### config.mk
export PLATFORM = sky130hd
export DESIGN_NAME = struct_bus_serializer
export DESIGN_NICKNAME = d
export VERILOG_FILES = /design/src/rtl/struct_bus_pkg.sv /design/src/rtl/struct_bus_serializer.sv
export SDC_FILE = /design/constraint.sdc
export NUM_CORES = 1
export LEC_CHECK = 0
export CORE_UTILIZATION = 48
export DETAILED_ROUTE_END_ITERATION = 6
export GPL_TIMING_DRIVEN = 0
export PLACE_DENSITY = 0.79
export SLEW_MARGIN = 20
export SYNTH_ARGS = -nofsm -noshare
export SYNTH_HDL_FRONTEND = slang
export SYNTH_SLANG_ARGS = --single-unit
export TNS_END_PERCENT = 5
### constraint.sdc
create_clock -name clk -period 2.25 [get_ports clk]
set_clock_uncertainty 0.1 [all_clocks]
set_input_delay 0.225 -clock clk [delete_from_list [all_inputs] [get_ports clk]]
set_output_delay 0.225 -clock clk [all_outputs]
set_load 0.01 [all_outputs]
### src/rtl/struct_bus_pkg.sv
// Shared types for the packed three-field data bus.
// Used by the serializer and the matching deserializer.
package struct_bus_pkg;

  localparam int NUM_FIELDS = 3;

  typedef struct packed {
    logic [7:0] a;
    logic [7:0] b;
    logic [7:0] c;
  } data_bus_8bit_t;

  typedef struct packed {
    logic [15:0] a;
    logic [15:0] b;
    logic [15:0] c;
  } data_bus_16bit_t;

  typedef enum logic [1:0] {
    FIELD_A = 2'd0,
    FIELD_B = 2'd1,
    FIELD_C = 2'd2
  } field_tag_e;

  // Serializer states: MSB = busy, low bits = field tag being sent.
  typedef enum logic [2:0] {
    IDLE   = 3'b000,
    SEND_A = {1'b1, FIELD_A},
    SEND_B = {1'b1, FIELD_B},
    SEND_C = {1'b1, FIELD_C}
  } ser_state_e;

endpackage

### src/rtl/struct_bus_serializer.sv
// Struct bus serializer: one struct in, fields a, b, c out.
// Back-to-back frames are accepted on the c beat.
module struct_bus_serializer
  import struct_bus_pkg::*;
#(
  parameter int WIDTH = 16,
  parameter int CNT_W = 16
) (
  input  logic                        clk,
  input  logic                        rst,
  input  logic [NUM_FIELDS*WIDTH-1:0] in_bus,
  input  logic                        in_valid,
  output logic                        in_ready,
  output logic [WIDTH-1:0]            out_data,
  output logic [1:0]                  out_field,
  output logic                        out_last,
  output logic                        out_valid,
  input  logic                        out_ready,
  output logic [CNT_W-1:0]            frame_cnt
);

  ser_state_e                  state;
  ser_state_e                  state_nxt;
  field_tag_e                  tag;
  logic [NUM_FIELDS*WIDTH-1:0] hold;
  logic [CNT_W-1:0]            cnt;
  logic                        in_xfer;
  logic                        out_xfer;

  assign in_xfer   = in_valid && in_ready;
  assign out_xfer  = out_valid && out_ready;
  assign out_field = tag;
  assign frame_cnt = cnt;

  // Next state, handshake and beat outputs.
  always_comb begin
    state_nxt = state;
    in_ready  = 1'b0;
    out_valid = 1'b0;
    out_last  = 1'b0;
    out_data  = '0;
    tag       = FIELD_A;
    unique case (state)
      IDLE: begin
        in_ready = 1'b1;
        if (in_valid) state_nxt = SEND_A;
      end
      SEND_A: begin
        out_valid = 1'b1;
        out_data  = hold[3*WIDTH-1:2*WIDTH];
        tag       = FIELD_A;
        if (out_ready) state_nxt = SEND_B;
      end
      SEND_B: begin
        out_valid = 1'b1;
        out_data  = hold[2*WIDTH-1:WIDTH];
        tag       = FIELD_B;
        if (out_ready) state_nxt = SEND_C;
      end
      SEND_C: begin
        out_valid = 1'b1;
        out_last  = 1'b1;
        out_data  = hold[WIDTH-1:0];
        tag       = FIELD_C;
        in_ready  = out_ready;
        if (out_ready) state_nxt = in_valid ? SEND_A : IDLE;
      end
      default: state_nxt = IDLE;
    endcase
    if (rst) in_ready = 1'b0;
  end

  // State register.
  always_ff @(posedge clk) begin
    if (rst) state <= IDLE;
    else     state <= state_nxt;
  end

  // Holding register, written only on an input transfer.
  always_ff @(posedge clk) begin
    if (rst)          hold <= '0;
    else if (in_xfer) hold <= in_bus;
  end

  // Completed-frame counter, wraps freely.
  always_ff @(posedge clk) begin
    if (rst)                              cnt <= '0;
    else if (out_xfer && state == SEND_C) cnt <= cnt + CNT_W'(1);
  end

endmodule

[Word level (Yosys, flattened, before mapping)]
Cells that the tools add are included.
Cells by class
  $add $sub $neg: 1
  equal/unequal tests: 7
  mux-type cells: 12
  reductions and logical operators: 6
Operator list (number)
  $pmux 16 s3: 1
  $add 16x1->16 const B: 1
  $mux 3: 5
  $pmux 3 s4: 1
  $eq 3x3->1 const B: 3
  $ne 2x2->1 const B: 4
  $pmux 2 s2: 1
  $reduce_and 4->1: 1
  $logic_and 1x1->1: 3
  $logic_not 3->1: 1
  $mux 1: 3
  $reduce_or 3->1: 1
  $pmux 1 s2: 1
Storage, ports and cells
  flip-flop bits (word level): 67

[Logic depth before layout (Yosys ltp)]
  depth in word-level cells: 5
  gate-level depth with buffers: 7
  mapped depth without buffers: 5

[Worst setup path before layout]
OpenSTA, ideal clock, no wires.
  path kind: register -> register
  start point: reg cnt[0] (netlist: frame_cnt[0])
  end point: reg cnt[14] (netlist: frame_cnt[14])
  setup time: 0.070 ns
  data arrival time: 1.687 ns
  data required time: 2.080 ns
  slack: 0.393 ns
  stages on the path, launching flop included: 6
  path buffers: 0
  clock period less this slack: 1.857 ns
  path through: dfxtp_1 -> ha_1 -> nand2_1 -> or4_4 -> or3_1 -> a21oi_1
Between the ends
  cells in the longest elaborated chain, start to end: 1
RTL lines
  start: declaration: line struct_bus_serializer.sv:26  | logic [CNT_W-1:0] cnt;
  start signal: assignment: line struct_bus_serializer.sv:88  | else if (out_xfer && state == SEND_C) cnt <= cnt + CNT_W'(1);
  $add 16x1->16: line struct_bus_serializer.sv:88
No other way between the ends.
A chain may end at the register's enable or synchronous reset.

[Worst setup path in the final report]
  start point: reg state[1] in the netlist's numbering
  end point: out out_data[2]
Between the ends
  cells in the longest elaborated chain, start to end: 2
  elaborated cells between the ends (all ways): 4
  those cells by class: 3 x eq/ne; 1 x mux
RTL lines
  start: declaration: line struct_bus_serializer.sv:22  | ser_state_e state;
  start signal: assignment: line struct_bus_serializer.sv:76  | else state <= state_nxt;
  $eq 3x3->1: line struct_bus_serializer.sv:43  | unique case (state)
  $pmux 16 s3 (*): line struct_bus_serializer.sv:43
  end: declaration: line struct_bus_serializer.sv:14  | output logic [WIDTH-1:0] out_data,
Every way passes the cells marked *; elsewhere a longest branch is shown, timed or not.

==> flow_summary.json <==
{
  "status": "finished, violations left",
  "violations": "setup timing",
  "post-route-period-util_pct": 102,
  "wl_met3_microns": 484,
  "drc": 0,
  "cts_setup_buffers": 0,
  "wirelength_microns": 8470,
  "ys_ff_latch": 67,
  "synth_edf_count": 0,
  "synth_commonest_cells": "67 x dfxtp_1, 66 x o21ai_0, 52 x inv_1",
  "clock_path_buffers": 2,
  "fill_cells": 539,
  "io_pins": 89,
  "critPathBufInv": 3,
  "setup_viol": 3,
  "h-tree-depth": 3,
  "place_inst": 555,
  "cellPowerDensity_nw_per_um2": 612,
  "synthCells": 390,
  "rows": 29,
  "grt_start_max_net_pins": 12,
  "cp.arrival_ps": 1970,
  "maxSlewViolCount": 0,
  "ys_async_sr_fraction_pct": 0,
  "worstReg2RegStart": "state[1]",
  "maxCapViolCount": 0,
  "grt_pass1_wl_microns": 13800,
  "clkLatencyLatePin_ps": 340,
  "wl_met1_microns": 3710,
  "r2r_cells": 7,
  "peakVddDrop_mv": 0.373,
  "syn_avg_cell_area_sq_um": 8.18,
  "cts.clk_slew.worst_paths_ps": 70,
  "worstHoldPathType": "in2reg",
  "antenna_cells": 0,
  "fmax_mhz": 435,
  "hold_depth": 3,
  "worstSetupEndpointType": "primary output",
  "p_leak_nw": 1.82,
  "setup_ws_ps": -47.9,
  "yosys_warnings": 0,
  "r2r_slack_ps": 210,
  "grt_pass1_vias": 2929,
  "cts_root_buffer": "clkbuf_8",
  "grt_usage_pct": 25.0,
  "fp.dieArea_sq_um": 6980,
  "areaGrowthSynthToFinish_pct": 38.8,
  "cts_tree": "built",
  "antenna_found_initial": 0,
  "grt_overflow": 0,
  "period_needed_ps": 2300,
  "viasPerCell": 5.30,
  "dp_slack_ps": -253,
  "grt_setup_unrepaired": "true",
  "wl_met2_microns": 4170,
  "via_count": 3028,
  "cts_buffers": 9,
  "nNetsFinal": 542,
  "first_pass_iters": 5,
  "cpLargestDelayFamily": "buffers and inverters",
  "path_max_fanout": 10,
  "cts_sinks": 67,
  "yosysSeqAreaShare_pct": 42.0,
  "synth_flop_cell": "dfxtp_1",
  "crit_slowest_cell": "clkdlybuf4s50_1",
  "chipWidth_microns": 83.5,
  "worst_slew_pin_slew_ps": 503,
  "top_layer": "met4",
  "syn_area_sq_um": 3190,
  "synth_nets": 443,
  "ant_nets": 0,
  "maxSlewHeadroom_pct": 66.3,
  "start_util_pct": 50.0,
  "worstPathRequired_ps": 1920,
  "reg2reg_to": "hold[46]",
  "yosysMostFrequentCell": "dfxtp_1",
  "portBuffers": 88,
  "drtIter0Drc": 188,
  "path_class": "reg2out",
  "ys_types": 38,
  "slowest_delay_ps": 480,
  "hp-start": "in_bus[41]",
  "synth_top_cell_area_share_pct": 42.0,
  "drive_gt1_share_pct": 7.49,
  "place_congestion": 0.867,
  "dp_hpwl_microns": 6250,
  "startpoint_type": "register",
  "core_region_area_sq_um": 6390,
  "die_h_microns": 83.5,
  "final_cells": 571,
  "yosysTopAreaCell": "dfxtp_1",
  "hold_end": "hold[41]",
  "hold_viol": 0,
  "wl_per_cell_microns": 14.8,
  "path_cells": "buf_4 > buf_12 > mux2i_1 > o21ai_0 > and2_1 > clkdlybuf4s50_1",
  "yosys-top-cells-area": "dfxtp_1 42%, nand3b_1 12%, o21ai_0 10%"
}
what timing repair did:
item / CTS / global route
endpoints found under the setup margin: 20 / 16
hold buffers: 0 / 0
cloned: 0 / 0
pin swaps: 0 / 0
gates resized for setup: 25 / 11
flip-flops by register name (all words and copies together) (netlist names):
name / cells
frame_cnt: 16
hold: 48
state: 3
kinds of logic (layout without fill, tap and decap cells):
logic type / count (synthesis) / count (layout) / synth area share [%]
AOI/OAI and AO/OA: 81 / 81 / 13.3
xor gates and xnor gates: 11 / 11 / 3.02
adders and majority gates: 1 / 1 / 0.392
buffers and inverters: 80 / 184 / 9.80
DFF: 67 / 67 / 42.0
muxes: 16 / 16 / 5.02
and+or+nand+nor: 134 / 134 / 26.4
worst register-to-register path: stages, from the launching register on:
cell and delay [ps]:
dfxtp_1 300, buf_4 160, and3_1 180, o211ai_1 440, buf_2 320, buf_2 270, nand3b_1 120, o21ai_0 80
per-stage QoR:
step | power [mW] | utilization [%] | instance area, sq um | hold WS [ps] | setup TNS [ps]
after floorplan | 1.47 | - | 3190 | 266 | 0
after global placement | 1.65 | 65.3 | 4170 | 367 | -3880
after detailed placement | 1.65 | 65.3 | 4170 | 375 | -4780
after CTS | 2.72 | 69.0 | 4410 | 337 | -265
after global routing | 2.82 | 69.4 | 4430 | 343 | -436
final | 2.71 | 69.4 | 4430 | 341 | -99.5
cells in the final DEF, fill, tap and decap left out, types with 2 or more instances in the layout:
cell / count
clkdlybuf4s50_1: 74
nand3b_1: 49
clkinv_2: 2
a21oi_1: 8
nand3_1: 4
xor2_1: 3
nand2_1: 22
nand4_1: 4
nand2b_1: 3
dlygate4sd2_1: 8
dfxtp_2: 2
mux2i_1: 12
clkbuf_8: 10
dlymetal6s2s_1: 4
or3_1: 2
inv_1: 52
and2_1: 17
nor3_1: 5
clkdlybuf4s15_1: 2
bufinv_16: 2
o21ai_0: 66
nor4_1: 2
buf_4: 4
clkbuf_1: 18
a31o_2: 2
dfxtp_1: 65
nor2_1: 15
buf_2: 5
mux2i_2: 4
xnor2_1: 8
nor2b_1: 2
final cells by class:
class                           instances  area (sq um)  area share [%]
Inverter                               52           195            4.40
Tap cell                               77          96.3            2.17
Clock buffer                           11           131            2.96
Clock inverter                          5          77.6            1.75
Multi-Input combinational cell        243          1550            35.0
Sequential cell                        67          1340            30.3
Timing Repair Buffer                   88           881            19.9
Buffer                                 28           154            3.47
routing by layer:
metal  global-route usage (%)  up-vias
li1                         -     1488
met1                     32.3     1408
met2                     42.7      122
met3                     4.85       10
met4                     6.47        0
met5                        0        -
power breakdown:
group	leakage [nW]	internal, mW	total (mW)	switching [mW]
sequential	0.548	1.25	1.30	0.0463
combinational	1.17	0.183	0.337	0.154
clock	0.103	0.621	1.08	0.455
worst max path at each step:
stage	from	endpoint	slack, ps	cells past startpoint
6_report	state[1]	out_data[2]	-50	6
5_1_grt	state[1]	out_data[11]	-120	6
4_1_cts	state[1]	out_data[14]	-70	6
3_5_place_dp	state[0]	out_data[3]	-250	7
3_3_place_gp	state[0]	out_data[3]	-260	7
2_1_floorplan	frame_cnt[0]	frame_cnt[14]	390	5
Power figures use the tool's default switching activity.
